## src/rtl/comparador_minmax_ctrl.sv

```systemverilog
// Streaming min/max tracker: N unsigned 4-bit samples pass through one shared
// magnitude comparator, time-multiplexed between the stored max and the stored min.

module comparador4bit_struct (
    input  logic [3:0] a,
    input  logic [3:0] b,
    output logic       maior,
    output logic       menor,
    output logic       igual
);

    // Unsigned magnitude comparison of a against b
    always_comb begin
        maior = 1'b0;
        menor = 1'b0;
        igual = 1'b0;
        if (a > b) begin
            maior = 1'b1;
        end else if (a < b) begin
            menor = 1'b1;
        end else begin
            igual = 1'b1;
        end
    end

endmodule

module comparador_minmax_ctrl #(
    parameter int N = 8
) (
    input  logic                              clk,
    input  logic                              rst,
    input  logic                              start,
    input  logic [3:0]                        dado,
    input  logic                              dado_valido,
    output logic                              pronto,
    output logic                              ocupado,
    output logic                              fim,
    output logic [3:0]                        valor_maior,
    output logic [3:0]                        valor_menor,
    output logic [((N > 1) ? $clog2(N) : 1)-1:0] idx_maior,
    output logic [((N > 1) ? $clog2(N) : 1)-1:0] idx_menor
);

    localparam int IW = (N > 1) ? $clog2(N) : 1;
    localparam logic [IW:0] LAST_IDX = (IW+1)'(N - 1);
    localparam logic [IW:0] ONE      = (IW+1)'(1);

    typedef enum logic [2:0] {
        IDLE    = 3'd0,
        ESPERA  = 3'd1,
        CMP_MAX = 3'd2,
        CMP_MIN = 3'd3,
        FIM     = 3'd4
    } state_t;

    state_t        state_r;
    logic [IW:0]   count_r;
    logic [3:0]    reg_dado_r;
    logic [3:0]    valor_maior_r;
    logic [3:0]    valor_menor_r;
    logic [IW-1:0] idx_maior_r;
    logic [IW-1:0] idx_menor_r;
    logic          pronto_r;
    logic          ocupado_r;
    logic          fim_r;

    logic [3:0]    cmp_b_s;
    logic          maior_s;
    logic          menor_s;
    logic          igual_s;
    logic          upd_maior_s;
    logic          upd_menor_s;

    // Comparator operand b follows the phase: stored max, then stored min
    always_comb begin
        cmp_b_s = valor_maior_r;
        case (state_r)
            CMP_MAX: cmp_b_s = valor_maior_r;
            CMP_MIN: cmp_b_s = valor_menor_r;
            default: cmp_b_s = valor_maior_r;
        endcase
    end

    comparador4bit_struct u_cmp (
        .a     (reg_dado_r),
        .b     (cmp_b_s),
        .maior (maior_s),
        .menor (menor_s),
        .igual (igual_s)
    );

    // Strict comparison: a tie never moves the index off the first occurrence
    assign upd_maior_s = maior_s & ~igual_s;
    assign upd_menor_s = menor_s & ~igual_s;

    // Control FSM with registered handshake/status flags and result registers
    always_ff @(posedge clk or posedge rst) begin
        if (rst) begin
            state_r       <= IDLE;
            count_r       <= '0;
            reg_dado_r    <= 4'd0;
            valor_maior_r <= 4'd0;
            valor_menor_r <= 4'd0;
            idx_maior_r   <= '0;
            idx_menor_r   <= '0;
            pronto_r      <= 1'b0;
            ocupado_r     <= 1'b0;
            fim_r         <= 1'b0;
        end else begin
            case (state_r)
                IDLE: begin
                    fim_r <= 1'b0;
                    if (start) begin
                        state_r   <= ESPERA;
                        count_r   <= '0;
                        pronto_r  <= 1'b1;
                        ocupado_r <= 1'b1;
                    end else begin
                        pronto_r  <= 1'b0;
                        ocupado_r <= 1'b0;
                    end
                end
                ESPERA: begin
                    if (dado_valido && pronto_r) begin
                        if (count_r == '0) begin
                            valor_maior_r <= dado;
                            valor_menor_r <= dado;
                            idx_maior_r   <= '0;
                            idx_menor_r   <= '0;
                            count_r       <= ONE;
                        end else begin
                            reg_dado_r <= dado;
                            state_r    <= CMP_MAX;
                            pronto_r   <= 1'b0;
                        end
                    end else begin
                        state_r <= ESPERA;
                    end
                end
                CMP_MAX: begin
                    if (upd_maior_s) begin
                        valor_maior_r <= reg_dado_r;
                        idx_maior_r   <= count_r[IW-1:0];
                    end else begin
                        valor_maior_r <= valor_maior_r;
                    end
                    state_r <= CMP_MIN;
                end
                CMP_MIN: begin
                    if (upd_menor_s) begin
                        valor_menor_r <= reg_dado_r;
                        idx_menor_r   <= count_r[IW-1:0];
                    end else begin
                        valor_menor_r <= valor_menor_r;
                    end
                    count_r <= count_r + ONE;
                    if (count_r == LAST_IDX) begin
                        state_r <= FIM;
                        fim_r   <= 1'b1;
                    end else begin
                        state_r  <= ESPERA;
                        pronto_r <= 1'b1;
                    end
                end
                FIM: begin
                    state_r   <= IDLE;
                    fim_r     <= 1'b0;
                    ocupado_r <= 1'b0;
                    pronto_r  <= 1'b0;
                end
                default: begin
                    state_r   <= IDLE;
                    pronto_r  <= 1'b0;
                    ocupado_r <= 1'b0;
                    fim_r     <= 1'b0;
                end
            endcase
        end
    end

    assign pronto      = pronto_r;
    assign ocupado     = ocupado_r;
    assign fim         = fim_r;
    assign valor_maior = valor_maior_r;
    assign valor_menor = valor_menor_r;
    assign idx_maior   = idx_maior_r;
    assign idx_menor   = idx_menor_r;

endmodule

```

## config.mk

```make
export PLATFORM = sky130hd
export DESIGN_NAME = comparador_minmax_ctrl
export DESIGN_NICKNAME = d
export VERILOG_FILES = /design/src/rtl/comparador_minmax_ctrl.sv
export SDC_FILE = /design/constraint.sdc
export NUM_CORES = 1
export LEC_CHECK = 0
export ABC_AREA = 1
export CAP_MARGIN = 20
export CORE_MARGIN = 1
export CORE_UTILIZATION = 45
export CTS_CLUSTER_SIZE = 12
export DETAILED_ROUTE_END_ITERATION = 7
export PLACE_DENSITY = 0.78
export SLEW_MARGIN = 10
export SYNTH_ARGS = -nofsm -noshare
export SYNTH_HDL_FRONTEND = slang
export SYNTH_SLANG_ARGS = --single-unit
```

## constraint.sdc

```tcl
create_clock -name clk -period 2.8 [get_ports clk]
set_input_delay 0.28 -clock clk [delete_from_list [all_inputs] [get_ports clk]]
set_output_delay 0.28 -clock clk [all_outputs]
set_load 0.1 [all_outputs]
```

* Word level (Yosys, flattened, before mapping)
Index checks and enable logic that the tools add are counted.
Cells by class: divide/modulo/power cells 0, reduce and logical (&&, ||, !) cells 15, bitwise gates (word level) 6, equal/unequal tests 13, $add $sub $neg 1, multipliers 0, shift operators 0, mux-type cells 35, magnitude comparators 2
Operators with widths (number):
- $mux 4 | 8
- $mux 3 | 8
- $ne 2x2->1 const B | 8
- $pmux 4 s2 | 2
- $reduce_and 4->1 | 4
- $pmux 3 s2 | 2
- $pmux 3 s4 | 1
- $pmux 4 s3 | 1
- $mux 1 | 10
- $eq 3x2->1 const B | 2
- $add 4x1->4 const B | 1
- $eq 4x3->1 const B | 1
- $gt 4x4->1 | 1
- $logic_not 4->1 | 1
- $lt 4x4->1 | 1
- $not 1->1 | 4
- $pmux 1 s2 | 2
- $pmux 1 s4 | 1
- $reduce_and 2->1 | 2
- $reduce_bool 2->1 | 2
- $eq 3x1->1 const B | 1
- $logic_not 3->1 | 1
- $ne 3x3->1 const B | 1
- $reduce_and 3->1 | 1
- 5 further kinds | 6
Storage, ports and cells: register bits after elaboration 28, latch bits 0, output and inout port bits 17, memory bits (writable) 0, memory bits (read-only) 0, memories kept 0

* Longest topological paths before layout
depth in word-level cells 9, mapped depth 17

* Hierarchy
Synthesis repeated with hierarchy kept, for this count alone.
Unflattened totals: cell total of the unflattened synthesis 214, area, all modules 1656.6 um2
Modules (own cells, without submodules):
- comparador_minmax_ctrl | sequential area each 700.7 um2, area an instance 1530.2 um2, times used 1, cells each 192
- comparador4bit_struct | sequential area each 0.0 um2, area an instance 126.4 um2, times used 1, cells each 22

* Least setup slack after synthesis
No wires, ideal clock.
kind flip-flop to flip-flop, start reg valor_maior_r[3], in the netlist valor_maior[3], end reg valor_maior_r[0], in the netlist valor_maior[0], data required time 2.733 ns, stages on the path, launching flop included 10, slack 0.611 ns, arrival time 2.122 ns, cell sequence dfrtp_1 mux2i_1 ha_1 a21oi_1 nand2_1 nand2_1 nand2_4 nand2_4 nand2_1 nand2_1
On the way: longest elaborated chain between the ends 8, elaborated cells on any way between the ends 10, those cells by class order compare (2); eq/ne (1); mux (4); bitwise (2); reduce/logical (1)
RTL lines:
- start, declared | line 60 | logic [3:0] valor_maior_r;
- start signal, assigned | line 127 | valor_maior_r <= dado;
- start signal, assigned | line 143 | valor_maior_r <= reg_dado_r;
- start signal, assigned | line 146 | valor_maior_r <= valor_maior_r;
- $mux 4 (*) | line 78 | case (state_r)
- $lt 4x4->1 | line 19 | end else if (a < b) begin
- $mux 1 | line 19
- $mux 1 | line 17 | if (a > b) begin
- $not 1->1 | line 94 | assign upd_maior_s = maior_s & ~igual_s;
- $and 1x1->1 (*) | line 94
- $ne 2x2->1 (no line) (*)
- $reduce_and 4->1 (no line) (*)
Mark *: on every way between the ends. The rest lies on a longest branch, timed or not. A chain may end at the register's enable or synchronous reset.

* Worst setup path in the final report
start reg state_r[0], end reg valor_maior_r[0], in the netlist valor_maior[0]
On the way: longest elaborated chain between the ends 9, elaborated cells on any way between the ends 17, those cells by class order compare (2); eq/ne (6); mux (5); bitwise (2); reduce/logical (2)
RTL lines:
- start, declared | line 57 | state_t state_r;
- start signal, assigned | line 100 | state_r <= IDLE;
- start signal, assigned | line 115 | state_r <= ESPERA;
- start signal, assigned | line 134 | state_r <= CMP_MAX;
- $eq 3x2->1 | line 78
- $mux 4 | line 78
- $lt 4x4->1 | line 19
- $mux 1 | line 19
- $mux 1 | line 17
- $not 1->1 | line 94
- $and 1x1->1 | line 94
- $ne 2x2->1 (no line)
- $reduce_and 4->1 (no line)
Several ways; a longest one is shown, not always the timed one.

==> flow_metrics.py <==
metrics = {
    "status": {
        "status": "complete, no violations",
    },
    "sta": {
        "clock_skew_ns": 0.0143,
        "hold_viol": 0,
        "grt_setup_unrepaired": "no",
        "timing.fmax_ghz": 0.481,
        "tightest_slew_ns": 0.355,
        "slew_headroom_pct": 76.3,
        "min_period_over_period_pct": 74.3,
        "setup-tns-final_ns": 0,
        "timing.hold.ws_ns": 0.274,
        "setup_viol": 0,
        "final.min_clock_period_ns": 2.08,
        "finalMaxSlewViolations": 0,
    },
    "min_path": {
        "hp-class": "in2async",
    },
    "floorplanning": {
        "die_w_um": 62.0,
        "die_area_sq_um": 3840,
        "start_util_pct": 47.7,
        "pin_count": 25,
        "num_rows": 21,
        "core-area_sq_um": 3390,
        "die_h_um": 62.0,
    },
    "routing": {
        "first_iter_violations": 122,
        "route.vias.total": 1365,
        "postRouteAntennaNets": 0,
        "viasPerCell": 5.00,
        "drtPass1Iterations": 4,
        "totalWireLength_mm": 3.37,
        "post-route-drc-count": 0,
        "wl_per_cell_um": 12.3,
    },
    "place": {
        "gp_congestion": 0.839,
        "hpwl_mm": 2.60,
        "placed_cell_area_sq_um": 1860,
        "io_buffers": 24,
    },
    "global_route": {
        "grt_pass1_vias": 1249,
        "grt_max_degree": 29,
        "antenna_found_initial": 0,
        "grt_overflow": 0,
        "globalRouteTotalUtil_pct": 20.7,
        "grt_pass1_wl_mm": 5.71,
    },
    "setup_path": {
        "critPathArrivalTime_ns": 2.36,
        "crit_type": "reg2reg",
        "worstPathRequired_ns": 3.08,
        "critPathMaxFanout": 16,
        "cp-end-kind": "flop",
        "start_kind": "flop",
    },
    "synthesis": {
        "yosysSeqAreaShare_pct": 43.3,
        "avgSynthCellArea_sq_um": 8.09,
        "synth_cells": 200,
        "synth_warnings": 0,
        "async_flop_share_pct": 100,
        "syn-num-nets": 214,
        "ys.flop_type": "dfrtp_1",
        "ys_ff_latch": 28,
        "synth_edf_count": 0,
        "ys_types": 27,
        "syn_area_sq_um": 1620,
    },
    "clocking": {
        "clk_pin_slew_ns": 0.16,
        "insertion_delay_ns": 0.34,
        "cts_buffers": 3,
        "cts_tree": "done",
        "cts_hold_buf": 0,
        "cts_root_buf": "clkbuf_4",
        "post-cts-setup-buffers": 0,
        "htree_levels": 1,
        "cts.path.max_buffers": 2,
        "cts-resized-gates": 0,
        "cts_sinks": 28,
    },
    "power_and_ir_drop": {
        "p_clk_share_pct": 31.9,
        "powerDensity_nw_per_um2": 334,
        "swShare_pct": 21.6,
        "internal_power_mw": 0.496,
        "p_leak_nw": 1.06,
        "power_switching_mw": 0.137,
        "vdd_ir_drop_max_mv": 0.227,
        "pwr-share-comb_pct": 4.2,
        "seqPwrFrac_pct": 63.9,
        "power.total_mw": 0.633,
    },
    "final_layout": {
        "diodes": 0,
        "fin_util_pct": 56.0,
        "drive_above_1_share_pct": 18.1,
        "syn_to_final_growth_pct": 17.3,
        "num-fill-cells": 308,
        "final_common_cell": "nand2_1",
        "finalNetCount": 242,
        "fin_area_sq_um": 1900,
        "final_cell_mix": "nand2_1 (57), dfrtp_1 (28), nand3_1 (23)",
    },
    "job": {
        "drv_cap": 0,
    },
}
## metal layers
| layer | track usage, % | vias up | part of all wire, % |
|---|---|---|---|
| met5 | 0 | - | 0 |
| met4 | 3.49 | 0 | 0.95 |
| met3 | 5.38 | 7 | 4.0 |
| met2 | 34.0 | 33 | 46 |
| met1 | 28.0 | 623 | 49 |
| li1 | - | 702 | - |
## sequential cells by signal, summed over array words and instances, names as in the netlist
register     flops
fim              1
valor_maior      4
count_r          4
state_r          3
valor_menor      4
idx_maior        3
idx_menor        3
ocupado          1
pronto           1
reg_dado_r       4
## logic make-up (layout without fill, tap and decap cells)
family                     Yosys count  count (layout)  synth area share, %
AOI/OAI and AO/OA                   28              28                 9.28
adders and majority gates            6               6                 4.64
buffers and inverters               28              55                 7.50
DFF                                 28              28                 43.3
muxes                                3               3                 1.86
xor gates and xnor gates             1               1                0.541
and+or+nand+nor                    106             106                 32.9
## cell usage after synthesis, types with 3 or more instances
cell,n,area (sq um)
nand2_4,5,56.3
o21ai_0,12,60.1
a21oi_1,9,45.0
mux2i_1,3,30.0
nand2_1,57,214
o21ai_1,4,20.0
nor2_1,10,37.5
nand3_1,23,115
ha_1,6,75.1
inv_1,21,78.8
dfrtp_1,28,701
inv_2,4,15.0
## stage by stage
stage	std cells	worst slack, ns
floorplan	200	0.611
global placement	269	0.823
detailed placement	269	0.775
CTS	273	0.722
global route	273	0.524
finish	273	0.721
## power by group through the flow
stage	Sequential, mW	Combinational (mW)	Clock [mW]
2_1_floorplan	0.412	0.0108	0
3_3_place_gp	0.412	0.0270	0
3_5_place_dp	0.412	0.0270	0
4_1_cts	0.405	0.0271	0.207
5_1_grt	0.405	0.0301	0.227
6_report	0.405	0.0263	0.202
## final cells by class
type                            count  area [sq um]  area share (%)
Clock buffer                        4          36.3            1.91
Tap cell                           46          57.6            3.03
Inverter                           26           103            5.41
Multi-Input combinational cell    144           796            41.9
Sequential cell                    28           701            36.9
Timing Repair Buffer               25           205            10.8
## final timing paths
| kind | depth (start not counted) | to | from | slack (ns) |
|---|---|---|---|---|
| max | 12 | valor_maior[0]$_DFFE_PP0P_ | state_r[0]$_DFFE_PP0P_ | 0.72 |
| min | 3 | idx_maior[1]$_DFFE_PP0P_ | rst | 0.27 |
| max reg2reg | 12 | valor_maior[0]$_DFFE_PP0P_ | state_r[0]$_DFFE_PP0P_ | 0.72 |
| min reg2reg | 2 | idx_maior[2]$_DFFE_PP0P_ | idx_maior[2]$_DFFE_PP0P_ | 0.49 |
| max in group asynchronous | 3 | reg_dado_r[1]$_DFFE_PP0P_ | rst | 2.25 |
| min in group clk | 2 | idx_maior[2]$_DFFE_PP0P_ | idx_maior[2]$_DFFE_PP0P_ | 0.49 |
## critical path: stages, from the launching register on
cell     delay [ns]
dfrtp_1        0.44
inv_2          0.11
nor2_4         0.05
nand2_4        0.17
mux2i_1        0.21
ha_1           0.26
a21oi_1        0.26
nand2_1        0.09
nand2_1        0.10
nand2_4        0.09
nand2_4        0.10
nand2_1        0.05
nand2_1        0.06
No activity file was read; power rests on OpenSTA's default activity.
